==> config.mk <==
export PLATFORM = sky130hd
export DESIGN_NAME = wake_vote_ctrl_flat
export DESIGN_NICKNAME = d
export VERILOG_FILES = /design/src/rtl/wake_vote_ctrl_if.sv /design/src/rtl/wake_vote_ctrl.sv /design/src/flat_wrapper.sv
export SDC_FILE = /design/constraint.sdc
export NUM_CORES = 1
export LEC_CHECK = 0
export ABC_CLOCK_PERIOD_IN_PS = 11460
export BUFFER_PORTS_ARGS = -buffer_cell sky130_fd_sc_hd__buf_2
export CORE_MARGIN = 2
export CORE_UTILIZATION = 45
export CTS_CLUSTER_DIAMETER = 200
export DETAILED_ROUTE_END_ITERATION = 10
export GPL_ROUTABILITY_DRIVEN = 0
export MAX_ROUTING_LAYER = met4
export PLACE_DENSITY = 0.71
export SETUP_SLACK_MARGIN = 0.4
export SLEW_MARGIN = 20
export SYNTH_ARGS = -nofsm -noshare
export SYNTH_HDL_FRONTEND = slang
export SYNTH_SLANG_ARGS = --single-unit
==> constraint.sdc <==
create_clock -name clk_i -period 11.46 [get_ports clk_i]
set_input_delay 3.438 -clock clk_i [delete_from_list [all_inputs] [get_ports clk_i]]
set_output_delay 3.438 -clock clk_i [all_outputs]
set_load 0.005 [all_outputs]
==> src/rtl/wake_vote_ctrl_if.sv <==
// Frame stream from the classifier plus the wake-event handshake to downstream logic.
// Signal suffixes are relative to the vote controller (slave side).
interface wake_vote_ctrl_if #(
    parameter int unsigned NUM_CLASSES = 3
);
    logic [NUM_CLASSES-1:0] data_i;
    logic                   valid_i;
    logic                   last_i;
    logic                   ready_o;
    logic                   wake_valid_o;
    logic                   wake_ready_i;

    // Classifier side: drives frames, consumes the wake event.
    modport master (
        output data_i,
        output valid_i,
        output last_i,
        input  ready_o,
        input  wake_valid_o,
        output wake_ready_i
    );

    // Vote controller side.
    modport slave (
        input  data_i,
        input  valid_i,
        input  last_i,
        output ready_o,
        output wake_valid_o,
        input  wake_ready_i
    );
endinterface

==> src/rtl/wake_vote_ctrl.sv <==
// Wake decision stage: sliding-window vote over wake-class hits, one wake event
// per threshold crossing, then a programmable cooldown before re-arming.
module wake_vote_ctrl #(
    parameter int unsigned   NUM_CLASSES  = 3,
    parameter int unsigned   WINDOW       = 8,
    parameter int unsigned   CD_BW        = 24,
    parameter int unsigned   DEF_THRESH   = 5,
    parameter int unsigned   DEF_COOLDOWN = 8000000,
    localparam int unsigned  TH_BW        = $clog2(WINDOW + 1)
) (
    input  logic              clk_i,
    input  logic              rst_i,
    input  logic              enable_i,
    input  logic              cfg_we_i,
    input  logic [TH_BW-1:0]  cfg_thresh_i,
    input  logic [CD_BW-1:0]  cfg_cooldown_i,
    wake_vote_ctrl_if.slave   bus,
    output logic              busy_o,
    output logic [TH_BW-1:0]  hit_count_o
);

    typedef enum logic [1:0] {
        ST_ARMED    = 2'd0,
        ST_REPORT   = 2'd1,
        ST_COOLDOWN = 2'd2
    } state_e;

    state_e              state_q, state_d;
    logic [WINDOW-1:0]   hist_q, hist_d;
    logic [CD_BW-1:0]    cd_cnt_q, cd_cnt_d;
    logic [TH_BW-1:0]    thresh_q;
    logic [CD_BW-1:0]    cd_len_q;

    logic                accept;
    logic [WINDOW-1:0]   hist_shift;
    logic [TH_BW-1:0]    cnt_next;
    logic                fire;
    logic                cd_done;
    logic                ready;
    logic                unused_data;

    function automatic logic [TH_BW-1:0] popcount(input logic [WINDOW-1:0] v);
        logic [TH_BW-1:0] c;
        c = '0;
        for (int unsigned i = 0; i < WINDOW; i++) begin
            c = c + TH_BW'(v[i]);
        end
        return c;
    endfunction

    // Only the wake-word class participates in the vote.
    assign unused_data = ^bus.data_i;

    assign accept     = bus.valid_i & ready;
    assign hist_shift = WINDOW'({hist_q, bus.data_i[0]});
    assign cnt_next   = popcount(hist_shift);
    assign fire       = (thresh_q != '0) && (cnt_next >= thresh_q);
    // A live shrink to zero must also end the cooldown rather than wrap the compare.
    assign cd_done    = (cd_len_q == '0) || (cd_cnt_q >= (cd_len_q - CD_BW'(1)));

    assign hit_count_o = popcount(hist_q);

    // Configuration registers, writable in any state.
    always_ff @(posedge clk_i) begin
        if (rst_i) begin
            thresh_q <= TH_BW'(DEF_THRESH);
            cd_len_q <= CD_BW'(DEF_COOLDOWN);
        end else if (cfg_we_i) begin
            thresh_q <= cfg_thresh_i;
            cd_len_q <= cfg_cooldown_i;
        end
    end

    // State, history and cooldown counter registers.
    always_ff @(posedge clk_i) begin
        if (rst_i) begin
            state_q  <= ST_ARMED;
            hist_q   <= '0;
            cd_cnt_q <= '0;
        end else begin
            state_q  <= state_d;
            hist_q   <= hist_d;
            cd_cnt_q <= cd_cnt_d;
        end
    end

    // Next-state and datapath update.
    always_comb begin
        state_d  = state_q;
        hist_d   = hist_q;
        cd_cnt_d = cd_cnt_q;
        case (state_q)
            ST_ARMED: begin
                if (!enable_i) begin
                    hist_d = '0;
                end else if (accept) begin
                    // Threshold wins over the end-of-utterance clear.
                    if (fire) begin
                        state_d = ST_REPORT;
                        hist_d  = '0;
                    end else if (bus.last_i) begin
                        hist_d = '0;
                    end else begin
                        hist_d = hist_shift;
                    end
                end
            end
            ST_REPORT: begin
                hist_d = '0;
                if (bus.wake_ready_i) begin
                    cd_cnt_d = '0;
                    state_d  = (cd_len_q == '0) ? ST_ARMED : ST_COOLDOWN;
                end
            end
            ST_COOLDOWN: begin
                hist_d = '0;
                if (cd_done) begin
                    state_d = ST_ARMED;
                end else begin
                    cd_cnt_d = cd_cnt_q + CD_BW'(1);
                end
            end
            default: begin
                state_d  = ST_ARMED;
                hist_d   = '0;
                cd_cnt_d = '0;
            end
        endcase
    end

    // Output decode from the state register.
    always_comb begin
        ready            = 1'b0;
        bus.wake_valid_o = 1'b0;
        busy_o           = 1'b1;
        case (state_q)
            ST_ARMED: begin
                ready  = 1'b1;
                busy_o = 1'b0;
            end
            ST_REPORT: begin
                bus.wake_valid_o = 1'b1;
            end
            ST_COOLDOWN: begin
                ready = 1'b1;
            end
            default: begin
                ready = 1'b0;
            end
        endcase
    end

    assign bus.ready_o = ready;

endmodule

==> src/flat_wrapper.sv <==
// flat-port wrapper written by rule: the top's interface ports become plain ports
module wake_vote_ctrl_flat 
#(
    parameter int unsigned   NUM_CLASSES  = 3,
    parameter int unsigned   WINDOW       = 8,
    parameter int unsigned   CD_BW        = 24,
    parameter int unsigned   DEF_THRESH   = 5,
    parameter int unsigned   DEF_COOLDOWN = 8000000,
    localparam int unsigned  TH_BW        = $clog2(WINDOW + 1)
)
  (clk_i, rst_i, enable_i, cfg_we_i, cfg_thresh_i, cfg_cooldown_i, busy_o, hit_count_o, bus_data_i, bus_valid_i, bus_last_i, bus_ready_o, bus_wake_valid_o, bus_wake_ready_i);
  wake_vote_ctrl_if #(.NUM_CLASSES(NUM_CLASSES)) bus_i ();
  input  logic clk_i;
  input  logic rst_i;
  input  logic enable_i;
  input  logic cfg_we_i;
  input  logic [TH_BW-1:0] cfg_thresh_i;
  input  logic [CD_BW-1:0] cfg_cooldown_i;
  output logic busy_o;
  output logic [TH_BW-1:0] hit_count_o;
  input wire logic [$bits(bus_i.data_i)-1:0] bus_data_i;
  input wire logic [$bits(bus_i.valid_i)-1:0] bus_valid_i;
  input wire logic [$bits(bus_i.last_i)-1:0] bus_last_i;
  output wire logic [$bits(bus_i.ready_o)-1:0] bus_ready_o;
  output wire logic [$bits(bus_i.wake_valid_o)-1:0] bus_wake_valid_o;
  input wire logic [$bits(bus_i.wake_ready_i)-1:0] bus_wake_ready_i;
  assign bus_i.data_i = bus_data_i;
  assign bus_i.valid_i = bus_valid_i;
  assign bus_i.last_i = bus_last_i;
  assign bus_ready_o = bus_i.ready_o;
  assign bus_wake_valid_o = bus_i.wake_valid_o;
  assign bus_i.wake_ready_i = bus_wake_ready_i;
  wake_vote_ctrl #(.NUM_CLASSES(NUM_CLASSES), .WINDOW(WINDOW), .CD_BW(CD_BW), .DEF_THRESH(DEF_THRESH), .DEF_COOLDOWN(DEF_COOLDOWN)) u_core (.clk_i(clk_i), .rst_i(rst_i), .enable_i(enable_i), .cfg_we_i(cfg_we_i), .cfg_thresh_i(cfg_thresh_i), .cfg_cooldown_i(cfg_cooldown_i), .bus(bus_i), .busy_o(busy_o), .hit_count_o(hit_count_o));
endmodule
==> impl_metrics.sql <==
INSERT INTO impl_metrics (metric_group, metric, value, unit) VALUES
('outcome', 'outcome', 'complete, no violations', ''),
('logic_synthesis', 'post_synth_mux_area_share', '7.06', '%'),
('global_routing', 'grt_pass1_vias', '3206', ''),
('cells_and_area', 'share_of_final_layout_standard_cells_stronger_than_drive_strength_1', '13.9', '%'),
('global_routing', 'grt_met2_use', '29.9', '%'),
('logic_synthesis', 'synth.net_count', '542', ''),
('global_routing', 'grt_first_pass_wirelength', '14.6', 'mm'),
('logic_synthesis', 'netlist_area', '3970', 'µm²'),
('power', 'cellPowerDensity', '108', 'nW/µm²'),
('clocking', 'cts.sinks', '62', ''),
('clocking', 'cts-root-buf', 'sky130_fd_sc_hd__clkbuf_8', ''),
('cells_and_area', 'final_nets', '582', ''),
('timing', 'tightest_slew', '0.775', 'ns'),
('timing', 'finalClockSkew', '0.0135', 'ns'),
('critical_path', 'crit_type', 'input pin to register', ''),
('detailed_routing', 'drcViolationCount', '0', ''),
('worst_hold_path', 'hold-path-endpoint', 'u_core.thresh_q[2]', ''),
('critical_path', 'startpoint_type', 'input pin', ''),
('clocking', 'post_cts_resize_count', '0', ''),
('clocking', 'clk_latency', '0.35', 'ns'),
('clocking', 'cts_tree', 'done', ''),
('die', 'core_region_area', '8640', 'µm²'),
('critical_path', 'worst-endpoint-arrival', '7.14', 'ns'),
('power', 'design_power_total', '482', 'µW'),
('critical_path', 'critPathRequiredTime', '11.73', 'ns'),
('global_routing', 'grt_antenna_before_repair', '0', ''),
('cells_and_area', 'diodes', '0', ''),
('timing', 'setup_tns', '0', 'ns'),
('logic_synthesis', 'synthTopCellsByArea', 'sky130_fd_sc_hd__dfxtp_1, sky130_fd_sc_hd__ha_1, sky130_fd_sc_hd__mux2i_1, sky130_fd_sc_hd__nor2_1, sky130_fd_sc_hd__fa_1', ''),
('timing', 'slew_viol_final', '0', ''),
('detailed_routing', 'wire_per_inst', '14.4', 'µm'),
('die', 'io_pins', '45', ''),
('logic_synthesis', 'synth-simple-area-share', '21.8', '%'),
('logic_synthesis', 'yosys.cell_count.top_type', 'sky130_fd_sc_hd__dfxtp_1', ''),
('logic_synthesis', 'synth-edff-count', '0', ''),
('critical_path', 'critPathCaptureType', 'register', ''),
('logic_synthesis', 'synth_top_family_by_area', 'simple AND/OR/NAND/NOR gates', ''),
('power', 'power.ir.vdd_worst', '0.0000829', 'V'),
('cells_and_area', 'areaGrowthSynthToFinish', '12.4', '%'),
('logic_synthesis', 'synth_xor_xnor_area_share', '5.52', '%'),
('detailed_routing', 'detail_route.vias_per_cell', '5.63', ''),
('logic_synthesis', 'seq_area_frac_synth', '31.3', '%'),
('global_routing', 'grt_util_met1', '25.7', '%'),
('logic_synthesis', 'share_of_the_synthesized_area_in_the_top_cell_type', '31.3', '%'),
('power', 'p_leak', '1.91', 'nW'),
('worst_hold_path', 'holdCritPathClass', 'register to register', ''),
('clocking', 'clock_tree.buffer_depth', '2', ''),
('place', 'io_buffers', '42', ''),
('logic_synthesis', 'post_synth_fa_ha_maj_area_fraction', '15.4', '%'),
('clocking', 'holdBufCountCts', '0', ''),
('logic_synthesis', 'synth_compound_area_share', '14.2', '%'),
('place', 'hpwl', '6.79', 'mm'),
('timing', 'min_period_over_period', '59.9', '%'),
('timing', 'setup_viol_count_final', '0', ''),
('timing', 'period_minus_slack', '6.87', 'ns'),
('logic_synthesis', 'synth.largest_area_cell', 'sky130_fd_sc_hd__dfxtp_1', ''),
('timing', 'rsz_0062_raised_after_global_routing', 'no', ''),
('global_routing', 'largest_net_degree_at_the_start_of_global_routing', '30', ''),
('global_routing', 'global_route.usage.total', '19.4', '%'),
('logic_synthesis', 'async_reset_ff_share', '0', '%'),
('logic_synthesis', 'syn-mean-instance-area', '8.63', 'µm²'),
('die', 'fp.dieH', '97.9', 'µm'),
('die', 'initial_core_util', '46.0', '%'),
('run', 'cap_viol_max_count', '0', ''),
('worst_hold_path', 'min_path_cells', '2', ''),
('logic_synthesis', 'synth-main-ff-cell', 'sky130_fd_sc_hd__dfxtp_1', ''),
('critical_path', 'setup.reg_to_reg.worst_slack', '6.56', 'ns'),
('critical_path', 'worst_r2r_startpoint', 'u_core.cd_len_q[10]', ''),
('global_routing', 'overflow_left_after_global_routing', '0', ''),
('logic_synthesis', 'yosysWarningCount', '0', ''),
('clocking', 'htree_num_levels', '3', '');
how the worst max path moves through the flow:
| stage | start | to | cells after the start |
|---|---|---|---|
| after floorplan | bus_data_i[0] | u_core.hist_q[0] | 14 |
| after global placement | bus_data_i[0] | u_core.hist_q[7] | 15 |
| after detailed placement | bus_data_i[0] | u_core.hist_q[4] | 15 |
| after CTS | bus_data_i[0] | u_core.hist_q[1] | 15 |
| after global routing | bus_data_i[0] | u_core.hist_q[4] | 15 |
| final | bus_data_i[0] | u_core.hist_q[4] | 15 |
placed cells by master, fill, tap and decap left out, drive strengths merged, types with 2 or more instances in the layout:
master     n
dfxtp     62
nor2      52
buf       42
nand2     36
ha        36
inv       34
mux2i     28
a21oi     24
xnor2     15
or4       15
nand3     14
or3       12
clkbuf    11
xor2      10
nor3       9
o21ai      8
nand4      8
a22oi      8
fa         8
o31ai      6
nand2b     5
o21a       5
a21o       5
a2111oi    5
and2       4
o211ai     4
and3       4
nor4       4
clkinv     4
or2        3
nor2b      2
a31oi      2
a31o       2
a41o       2
clkinvlp   2
o311ai     2
cell families after synthesis:
kind of cell | count (synthesis)
multiplexers | 28
AO/OA/AOI/OAI | 82
buffers and inverters | 49
flip-flops | 62
adder cells (fa/ha/maj) | 44
AND/OR/NAND/NOR | 170
XOR/XNOR | 25
worst max-delay path, stage by stage:
cell                      delay (ns)
sky130_fd_sc_hd__buf_2          0.11
sky130_fd_sc_hd__ha_1           0.26
sky130_fd_sc_hd__inv_1          0.04
sky130_fd_sc_hd__fa_1           0.50
sky130_fd_sc_hd__fa_1           0.43
sky130_fd_sc_hd__fa_1           0.42
sky130_fd_sc_hd__fa_1           0.49
sky130_fd_sc_hd__inv_1          0.04
sky130_fd_sc_hd__ha_1           0.26
sky130_fd_sc_hd__a21o_1         0.15
sky130_fd_sc_hd__a21o_1         0.17
sky130_fd_sc_hd__a21oi_1        0.28
sky130_fd_sc_hd__o21a_1         0.33
sky130_fd_sc_hd__a22oi_1        0.11
sky130_fd_sc_hd__nor2_1         0.10
per-stage QoR:
step                      setup WS, ns  instances  utilization (%)  cell area, µm²  hold slack (ns)
after global placement            4.34        597             49.4            4260            0.479
after detailed placement          4.26        597             49.4            4260            0.491
after global routing              4.43        613             51.7            4460            0.524
after CTS                         4.61        613             51.7            4460            0.506
final                             4.59        613             51.7            4460            0.503
after floorplan                   4.71        460                -            3970            0.459
report_power, final:
| part | internal, mW | switching [mW] | total, mW |
|---|---|---|---|
| combinational | 0.0256 | 0.0309 | 0.0566 |
| clock | 0.106 | 0.0908 | 0.197 |
| sequential | 0.221 | 0.00726 | 0.229 |
| total | 0.354 | 0.129 | 0.482 |
final cells by class:
type                            instances  area, µm²
Multi-Input combinational cell        349       2540
Tap cell                              108        135
Inverter                               36        135
Timing Repair Buffer                   42        210
Sequential cell                        62       1240
Clock buffer                           11        141
Fill cell                             813       4170
Clock inverter                          5       58.8
sequential cells by signal (all words and copies together), names as in the netlist:
signal and count:
u_core.state_q 2, u_core.cd_cnt_q 24, u_core.thresh_q 4, u_core.hist_q 8, u_core.cd_len_q 24
per-layer routing:
metal | vias up | routed length [µm]
li1 | 1732 | -
met1 | 1624 | 4230
met2 | 81 | 4090
met3 | 13 | 400
met4 | 0 | 110
met5 | - | 0
No activity file was read; power rests on OpenSTA's default activity.
